===== config.mk =====
export PLATFORM = sky130hd
export DESIGN_NAME = int_isq_wakeup
export DESIGN_NICKNAME = d
export VERILOG_FILES = /design/src/rtl/int_isq_wakeup.sv
export SDC_FILE = /design/constraint.sdc
export NUM_CORES = 2
export LEC_CHECK = 0
export CAP_MARGIN = 20
export CORE_ASPECT_RATIO = 2
export CORE_UTILIZATION = 40
export CTS_BUF_LIST = sky130_fd_sc_hd__clkbuf_16
export DETAILED_ROUTE_END_ITERATION = 7
export HOLD_SLACK_MARGIN = 0.15
export SLEW_MARGIN = 20
export SYNTH_ARGS = -nofsm -noshare
export SYNTH_HDL_FRONTEND = slang
export SYNTH_SLANG_ARGS = --single-unit
export TNS_END_PERCENT = 10

===== constraint.sdc =====
create_clock -name clock -period 17.8 [get_ports clock]
set_clock_uncertainty 0.05 [all_clocks]
set_input_delay 1.78 -clock clock [delete_from_list [all_inputs] [get_ports clock]]
set_output_delay 1.78 -clock clock [all_outputs]
set_load 0.01 [all_outputs]

===== src/rtl/int_isq_wakeup.sv =====
// Integer issue queue with tag wakeup, oldest-ready select and ROB-age flush.
// Optional macro ISQ_ENQ_WAKEUP_BYPASS_EN: capture same-cycle wakeups on enqueue.
module int_isq_wakeup #(
    parameter int DEPTH       = 8,
    parameter int DATA_WIDTH  = 128,
    parameter int PREG_WIDTH  = 6,
    parameter int ROBID_WIDTH = 7,
    parameter int NUM_WB      = 2
) (
    input  logic                             clock,
    input  logic                             reset_n,
    input  logic                             enq_valid,
    output logic                             enq_ready,
    input  logic [DATA_WIDTH-1:0]            enq_data,
    input  logic [ROBID_WIDTH-1:0]           enq_robid,
    input  logic [PREG_WIDTH-1:0]            enq_prs1,
    input  logic [PREG_WIDTH-1:0]            enq_prs2,
    input  logic                             enq_src1_rdy,
    input  logic                             enq_src2_rdy,
    output logic                             deq_valid,
    input  logic                             deq_ready,
    output logic [DATA_WIDTH-1:0]            deq_data,
    output logic [ROBID_WIDTH-1:0]           deq_robid,
    input  logic [NUM_WB-1:0]                wb_valid,
    input  logic [NUM_WB*PREG_WIDTH-1:0]     wb_prd,
    input  logic                             flush_valid,
    input  logic [ROBID_WIDTH-1:0]           flush_robid,
    output logic [$clog2(DEPTH+1)-1:0]       count
);

    localparam int CW = $clog2(DEPTH + 1);
    localparam int IW = $clog2(DEPTH);
    localparam int MB = ROBID_WIDTH - 1;

    logic [DATA_WIDTH-1:0]  data_q  [DEPTH];
    logic [ROBID_WIDTH-1:0] robid_q [DEPTH];
    logic [PREG_WIDTH-1:0]  prs1_q  [DEPTH];
    logic [PREG_WIDTH-1:0]  prs2_q  [DEPTH];

    logic [DEPTH-1:0] valid_q, valid_d;
    logic [DEPTH-1:0] s1_q, s1_d;
    logic [DEPTH-1:0] s2_q, s2_d;
    logic [DEPTH-1:0] wake1, wake2, rdy;
    logic             enq_hit1, enq_hit2;
    logic             enq_s1, enq_s2;
    logic [IW-1:0]    free_idx, sel_idx;
    logic             sel_found;
    logic             enq_fire, deq_fire;
    logic [CW-1:0]    cnt;

    // a is older than b in ROB order, honouring the wrap bit
    function automatic logic older(input logic [ROBID_WIDTH-1:0] a,
                                   input logic [ROBID_WIDTH-1:0] b);
        if (a[MB] == b[MB]) return a[MB-1:0] < b[MB-1:0];
        else                return a[MB-1:0] > b[MB-1:0];
    endfunction

    // tag match of every wakeup port against every entry and the enqueue
    always_comb begin
        wake1    = '0;
        wake2    = '0;
        enq_hit1 = 1'b0;
        enq_hit2 = 1'b0;
        for (int k = 0; k < NUM_WB; k++) begin
            if (wb_valid[k] && wb_prd[k*PREG_WIDTH +: PREG_WIDTH] != '0) begin
                for (int i = 0; i < DEPTH; i++) begin
                    if (prs1_q[i] == wb_prd[k*PREG_WIDTH +: PREG_WIDTH]) wake1[i] = 1'b1;
                    if (prs2_q[i] == wb_prd[k*PREG_WIDTH +: PREG_WIDTH]) wake2[i] = 1'b1;
                end
                if (enq_prs1 == wb_prd[k*PREG_WIDTH +: PREG_WIDTH]) enq_hit1 = 1'b1;
                if (enq_prs2 == wb_prd[k*PREG_WIDTH +: PREG_WIDTH]) enq_hit2 = 1'b1;
            end
        end
    end

`ifdef ISQ_ENQ_WAKEUP_BYPASS_EN
    assign enq_s1 = enq_src1_rdy | enq_hit1;
    assign enq_s2 = enq_src2_rdy | enq_hit2;
`else
    assign enq_s1 = enq_src1_rdy;
    assign enq_s2 = enq_src2_rdy;
`endif

    assign rdy = valid_q & s1_q & s2_q;

    // oldest ready entry and lowest free slot
    always_comb begin
        sel_found = 1'b0;
        sel_idx   = '0;
        free_idx  = '0;
        for (int i = 0; i < DEPTH; i++) begin
            if (rdy[i] && (!sel_found || older(robid_q[i], robid_q[sel_idx]))) begin
                sel_found = 1'b1;
                sel_idx   = IW'(i);
            end
        end
        for (int i = DEPTH - 1; i >= 0; i--) begin
            if (!valid_q[i]) free_idx = IW'(i);
        end
    end

    // occupancy from the valid bits
    always_comb begin
        cnt = '0;
        for (int i = 0; i < DEPTH; i++) cnt = cnt + CW'(valid_q[i]);
    end

    assign count     = cnt;
    assign enq_ready = cnt < CW'(DEPTH);
    assign deq_valid = sel_found && !flush_valid;
    assign deq_data  = data_q[sel_idx];
    assign deq_robid = robid_q[sel_idx];
    assign enq_fire  = enq_valid && enq_ready && !flush_valid;
    assign deq_fire  = deq_valid && deq_ready;

    // next valid/ready state: flush wins over enqueue and dequeue
    always_comb begin
        valid_d = valid_q;
        s1_d    = s1_q | wake1;
        s2_d    = s2_q | wake2;
        if (flush_valid) begin
            for (int i = 0; i < DEPTH; i++) begin
                if (older(flush_robid, robid_q[i])) valid_d[i] = 1'b0;
            end
        end else begin
            if (deq_fire) valid_d[sel_idx] = 1'b0;
            if (enq_fire) begin
                valid_d[free_idx] = 1'b1;
                s1_d[free_idx]    = enq_s1;
                s2_d[free_idx]    = enq_s2;
            end
        end
    end

    // valid bits reset asynchronously
    always_ff @(posedge clock or negedge reset_n) begin
        if (!reset_n) valid_q <= '0;
        else          valid_q <= valid_d;
    end

    // payload, tags and source-ready bits need no reset
    always_ff @(posedge clock) begin
        s1_q <= s1_d;
        s2_q <= s2_d;
        if (enq_fire) begin
            data_q[free_idx]  <= enq_data;
            robid_q[free_idx] <= enq_robid;
            prs1_q[free_idx]  <= enq_prs1;
            prs2_q[free_idx]  <= enq_prs2;
        end
    end

endmodule


-- Yosys cells after proc, flatten, opt, wreduce, memory -nomap -nowiden
Memories as Yosys holds them, arrays and structs flattened.
Cells that the tools add are included.
- add/sub/neg operators: 7
- $lt $le $gt $ge: 35
- equality and inequality tests: 55
- mux-type cells: 106
- bitwise operators: 7
- reduce and logical (&&, ||, !) cells: 32
- operators with widths (cell ; count):
    equality test 6 bit ; 32
    two-way mux 8 bit ; 12
    greater-than comparator 6 bit ; 15
    less-than comparator 6 bit ; 15
    two-way mux 1 bit ; 76
    two-way mux 3 bit ; 14
    AND 8 bit ; 3
    bitwise OR 8 bit ; 3
    adder 4 x 1 -> 4 bit ; 4
    bitwise mux 8 bit ; 2
    != test 2 x 1 -> 1 bit (second input constant) ; 8
    equality test 1 bit ; 15
    logical AND 1 bit ; 15
    nonzero test 6 bit ; 2
    logical NOT 1 bit ; 8
    less-than comparator 3 x 4 -> 1 bit (second input constant) ; 2
    inverter 8 bit ; 1
    logical OR 1 bit ; 7
    demux 1 bit (select 3 bit) ; 2
    greater-or-equal comparator 3 x 1 -> 1 bit (second input constant) ; 2
    adder 3 x 1 -> 4 bit ; 1
    less-than comparator 4 bit (second input constant) ; 1
    adder 2 x 1 -> 3 bit ; 1
    adder 1 x 1 -> 2 bit ; 1
- register bits: 24
- bits in writable memories: 1176
- input port bits: 175
- output and inout port bits: 141
- word-level logic and storage cells: 256
- memories kept: 4
- memories (memory ; words ; width ; rd ports ; clocked after Yosys merged registers in ; wr ports ; RTL line ; source):
    data_q ; 8 ; 128 ; 1 ; 0 ; 1 ; 35 ; logic [DATA_WIDTH-1:0] data_q [DEPTH];
    robid_q ; 8 ; 7 ; 15 ; 0 ; 1 ; 36 ; logic [ROBID_WIDTH-1:0] robid_q [DEPTH];
    prs1_q ; 8 ; 6 ; 8 ; 0 ; 1 ; 37 ; logic [PREG_WIDTH-1:0] prs1_q [DEPTH];
    prs2_q ; 8 ; 6 ; 8 ; 0 ; 1 ; 38 ; logic [PREG_WIDTH-1:0] prs2_q [DEPTH];

-- Longest topological paths before layout
An unclocked memory read counts as a cell.
- depth after elaboration: 54
- depth in mapped cells: 88

-- Worst setup path after synthesis
No wires, ideal clock.
- kind: flip-flop to flip-flop
- start point: reg valid_q[0]
- end point: reg s1_q[3]
- setup time: 0.736 ns
- arrival time: 19.152 ns
- data required time: 17.014 ns
- setup slack: -2.139 ns
- stages on the path, launching flop included: 13
- period minus slack after synthesis: 19.939 ns
- cells stage by stage: dfrtp_1 > fa_1 > inv_1 > fa_1 > fa_1 > inv_1 > ha_1 > a21o_1 > and2_1 > inv_1 > nand3_1 > nor4b_1 > o21ai_0
- cells in the longest elaborated chain, start to end: 12
- RTL lines (element ; RTL line ; source):
    start, declared ; 40 ; logic [DEPTH-1:0] valid_q, valid_d;
    start signal, assigned ; 138 ; else valid_q <= valid_d;
    adder 1 x 1 -> 2 bit ; 105 ; for (int i = 0; i < DEPTH; i++) cnt = cnt + CW'(valid_q[i]);
    adder 2 x 1 -> 3 bit ; 105 ;
    adder 3 x 1 -> 4 bit ; 105 ;
    adder 4 x 1 -> 4 bit (4 in a row) ; 105 ;
    net count[3] ; 28 ; output logic [$clog2(DEPTH+1)-1:0] count
    less-than comparator 4 bit ; 109 ; assign enq_ready = cnt < CW'(DEPTH);
    net enq_ready ; 13 ; output logic enq_ready,
    logical AND 1 bit (2 in a row) ; 113 ; assign enq_fire = enq_valid && enq_ready && !flush_valid;
    two-way mux 8 bit ; 127 ; if (enq_fire) begin
    two-way mux 8 bit ; 121 ; if (flush_valid) begin
    net s1_d[3] ; 41 ; logic [DEPTH-1:0] s1_q, s1_d;
    end signal, assigned ; 143 ; s1_q <= s1_d;
    end, declared ; 41 ;
The timed path passes the listed nets, and every way through them passes these cells.
A chain may end at the register's enable or synchronous reset.

==> run metrics <==
outcome complete, but fails checks; failing checks negative setup slack; DR vias/cell 5.51; Layout Nets 4278; share of layout cells above drive strength 1 20.1%; delay-heaviest family, CP buffers and inverters; Slew Limit Fails 0; clock-pin slew on the worst setup and hold paths 0.07 ns; Placed Cells 5491; Total GRT Usage a little under a quarter; Post-synth EDFFs 1176; Hold Path Class flip-flop to flip-flop; DIE AREA ~130000 um2; Seq/Total Area, Yosys 69.4%; Syn Area/Cell 15.0 um2; CTS Hold Bufs 0; Lkg Pwr approximately 23 nW; RSZ-0062 raised after global routing true; routability congestion estimate about 1; cell mode on critical path buf_4; Initial Utilization roughly two fifths; Synthesized Nets around 3700; Die Y-Extent 510 um; worst-margin pin slew 1.06 ns; Fin. Hold Viols 0; element type at the critical path start flip-flop; htree depth 3; PD cells 118 nW/um2; Seq cells post-synth 1200; core area roughly 130000 um2; setup slack after layout -0.233 ns; FF/Latch Area 35800 um2; TNS Setup -13.71 ns; PortBufs 315; crit end category output port; Layout Cells excl Fill 5790; Clock Path Buffers 3; CTS tree yes; DP HPWL 89700 um; max-cap violation count 0; CP peak stage delay 0.47 ns; die width 256 um; Ys Warns 0; ANT nets after route 0; kind of critical path flip-flop to output port; worst path buffer plus inverter count 52; Clock Latency Late Sink 0.75 ns; Syn Std Cell Area 51600 um2; commonest non-fill, non-tap cell in the layout edfxtp_1; crit path DAT ~16 ns; Root Driver clkbuf_16; Cells after Synth between 3000 and 4000; FILL cells about 11000; Slowest-stage cell, CP a2111o_1; Iter 0 DRT Violations 1794; drt wl/cell 25.8 um; Final period util 101%; initial antenna violation count 9; DRC 0; setup violators final roughly 110; Congestion Overflow GR 0; first-pass GRT wire length between 200000 and 250000 um; pre-CTS setup slack -0.880 ns; vias in the first global route ~33000; Inserted Clock Buffers about 100; Synth-to-Final Area Change 22.3%; largest net degree at the start of global routing 136; TritonRoute pass-1 iters 5; most frequent cells in the layout edfxtp_1 (1176), nand2_1 (331), a21oi_1 (310); minimum clock period 18.03 ns; Required @ worst endpoint around 16 ns; # IOs around 320; row cnt 186; area of the multi-input gates 15400 um2; Post-Route WL 150000 um; Final Core Density a little under 50%; Post-synth ARST share 0.667%; Cell variety after synth a little over 80; ys flop type edfxtp_1; CP max FO 8; FMAX between 50 and 60 MHz; VDD IR max 0.000116 V; CTS sink cnt 1200; DR vias 31900; Slew HR 29.1%
layer usage:
metal / global-route usage, % / share of wire [%]
met5: 0 / 0.050
met4: 13.3 / 6.1
met3: 3.42 / 4.7
met2: 41.0 / 52
met1: 25.2 / 38
cell usage after synthesis (all sizes together), types with 4 or more instances:
library cell | instances | share of area [%]
o22a | 6 | 0.10
dfxtp | 16 | 0.62
a211o | 4 | 0.068
dfrtp | 8 | 0.39
o22ai | 10 | 0.12
a31oi | 14 | 0.21
xor2 | 74 | 1.3
nor2b | 7 | 0.085
edfxtp | 1176 | 68
mux2i | 268 | 5.2
o21ai | 65 | 0.66
a21oi | 334 | 3.2
o32ai | 5 | 0.099
and3 | 12 | 0.15
inv | 85 | 0.62
and2 | 7 | 0.085
mux2 | 136 | 3.7
nor3 | 29 | 0.28
or3 | 5 | 0.070
buf | 52 | 0.68
a21o | 25 | 0.36
nand4 | 43 | 0.52
nor4 | 34 | 0.41
nand3 | 15 | 0.15
or2 | 4 | 0.048
a211oi | 15 | 0.22
ha | 93 | 2.3
clkbuf | 128 | 0.93
o211ai | 10 | 0.15
nand2 | 338 | 2.5
o311ai | 8 | 0.17
nor2 | 90 | 0.67
and4 | 4 | 0.068
fa | 4 | 0.16
o21a | 7 | 0.10
nand2b | 6 | 0.073
o221ai | 133 | 2.3
xnor2 | 131 | 2.2
cell families (layout without fill, tap and decap cells):
family                   count (synthesis)  count (layout)  synth area share (%)
AND/OR/NAND/NOR                        605             605                  5.26
flip-flops                            1200            1200                  69.4
AO/OA/AOI/OAI                          666             667                  8.32
other                                    0               3                     0
buffers and inverters                  265             917                  2.22
adder cells (fa/ha/maj)                 97              97                  2.41
XOR/XNOR                               205             205                  3.49
multiplexers                           404             404                  8.90
flip-flops by register name, summed over array words and instances, names as in the netlist:
name     cells
data_q    1024
robid_q     56
prs1_q      48
prs2_q      48
s1_q         8
s2_q         8
valid_q      8
tightest hold or removal path: cells and delay by family (launching register included):
kind	cells	cell delay (ns)
AOI/OAI and AO/OA	1	0.12
DFF	1	0.33
and+or+nand+nor	1	0.05
repair_timing:
action                                  CTS  global route
gates cloned                              6             2
gates resized for setup                 414            69
endpoints found under the setup margin  135           135
pin swaps                                62            58
setup buffers                            74            22
where the power goes:
part	switching [mW]	total (mW)	internal (mW)	leakage [nW]
registers	0.0595	3.32	3.26	10.9
logic	0.963	1.81	0.845	10.9
clock network	1.06	2.33	1.27	1.76
final timing paths:
kind	startpoint	endpoint	slack, ns	cells after the start
worst min-delay path	s1_q[1]$_DFF_P_	s1_q[1]$_DFF_P_	0.48	2
worst max-delay path	robid_q[0][3]$_DFFE_PP_	deq_data[5]	-0.23	95
worst max register to register	robid_q[0][3]$_DFFE_PP_	valid_q[7]$_DFFE_PN0P_	2.67	93
worst min register to register	s1_q[1]$_DFF_P_	s1_q[1]$_DFF_P_	0.48	2
min in group asynchronous	reset_n	valid_q[0]$_DFFE_PN0P_	1.33	1
max in group asynchronous	reset_n	valid_q[6]$_DFFE_PN0P_	16.04	1
cell type report:
type	instances	share of cell area (%)
clock inverter	89	1.42
antenna	3	0.0119
timing repair buffer	638	9.36
tap	1692	3.35
inverter	85	0.529
clock buffer	105	4.16
multi-input combinational	1978	24.4
sequential	1200	56.7
stage by stage:
stage | hold slack (ns) | instance area, um2 | power (mW)
3_5_place_dp | 0.474 | 58000 | 5.11
5_1_grt | 0.536 | 63200 | 7.74
2_1_floorplan | 0.433 | 51600 | 4.33
6_report | 0.484 | 63200 | 7.45
4_1_cts | 0.490 | 62700 | 7.48
3_3_place_gp | 0.461 | 58000 | 5.10
(Power assumes the default switching activity.)
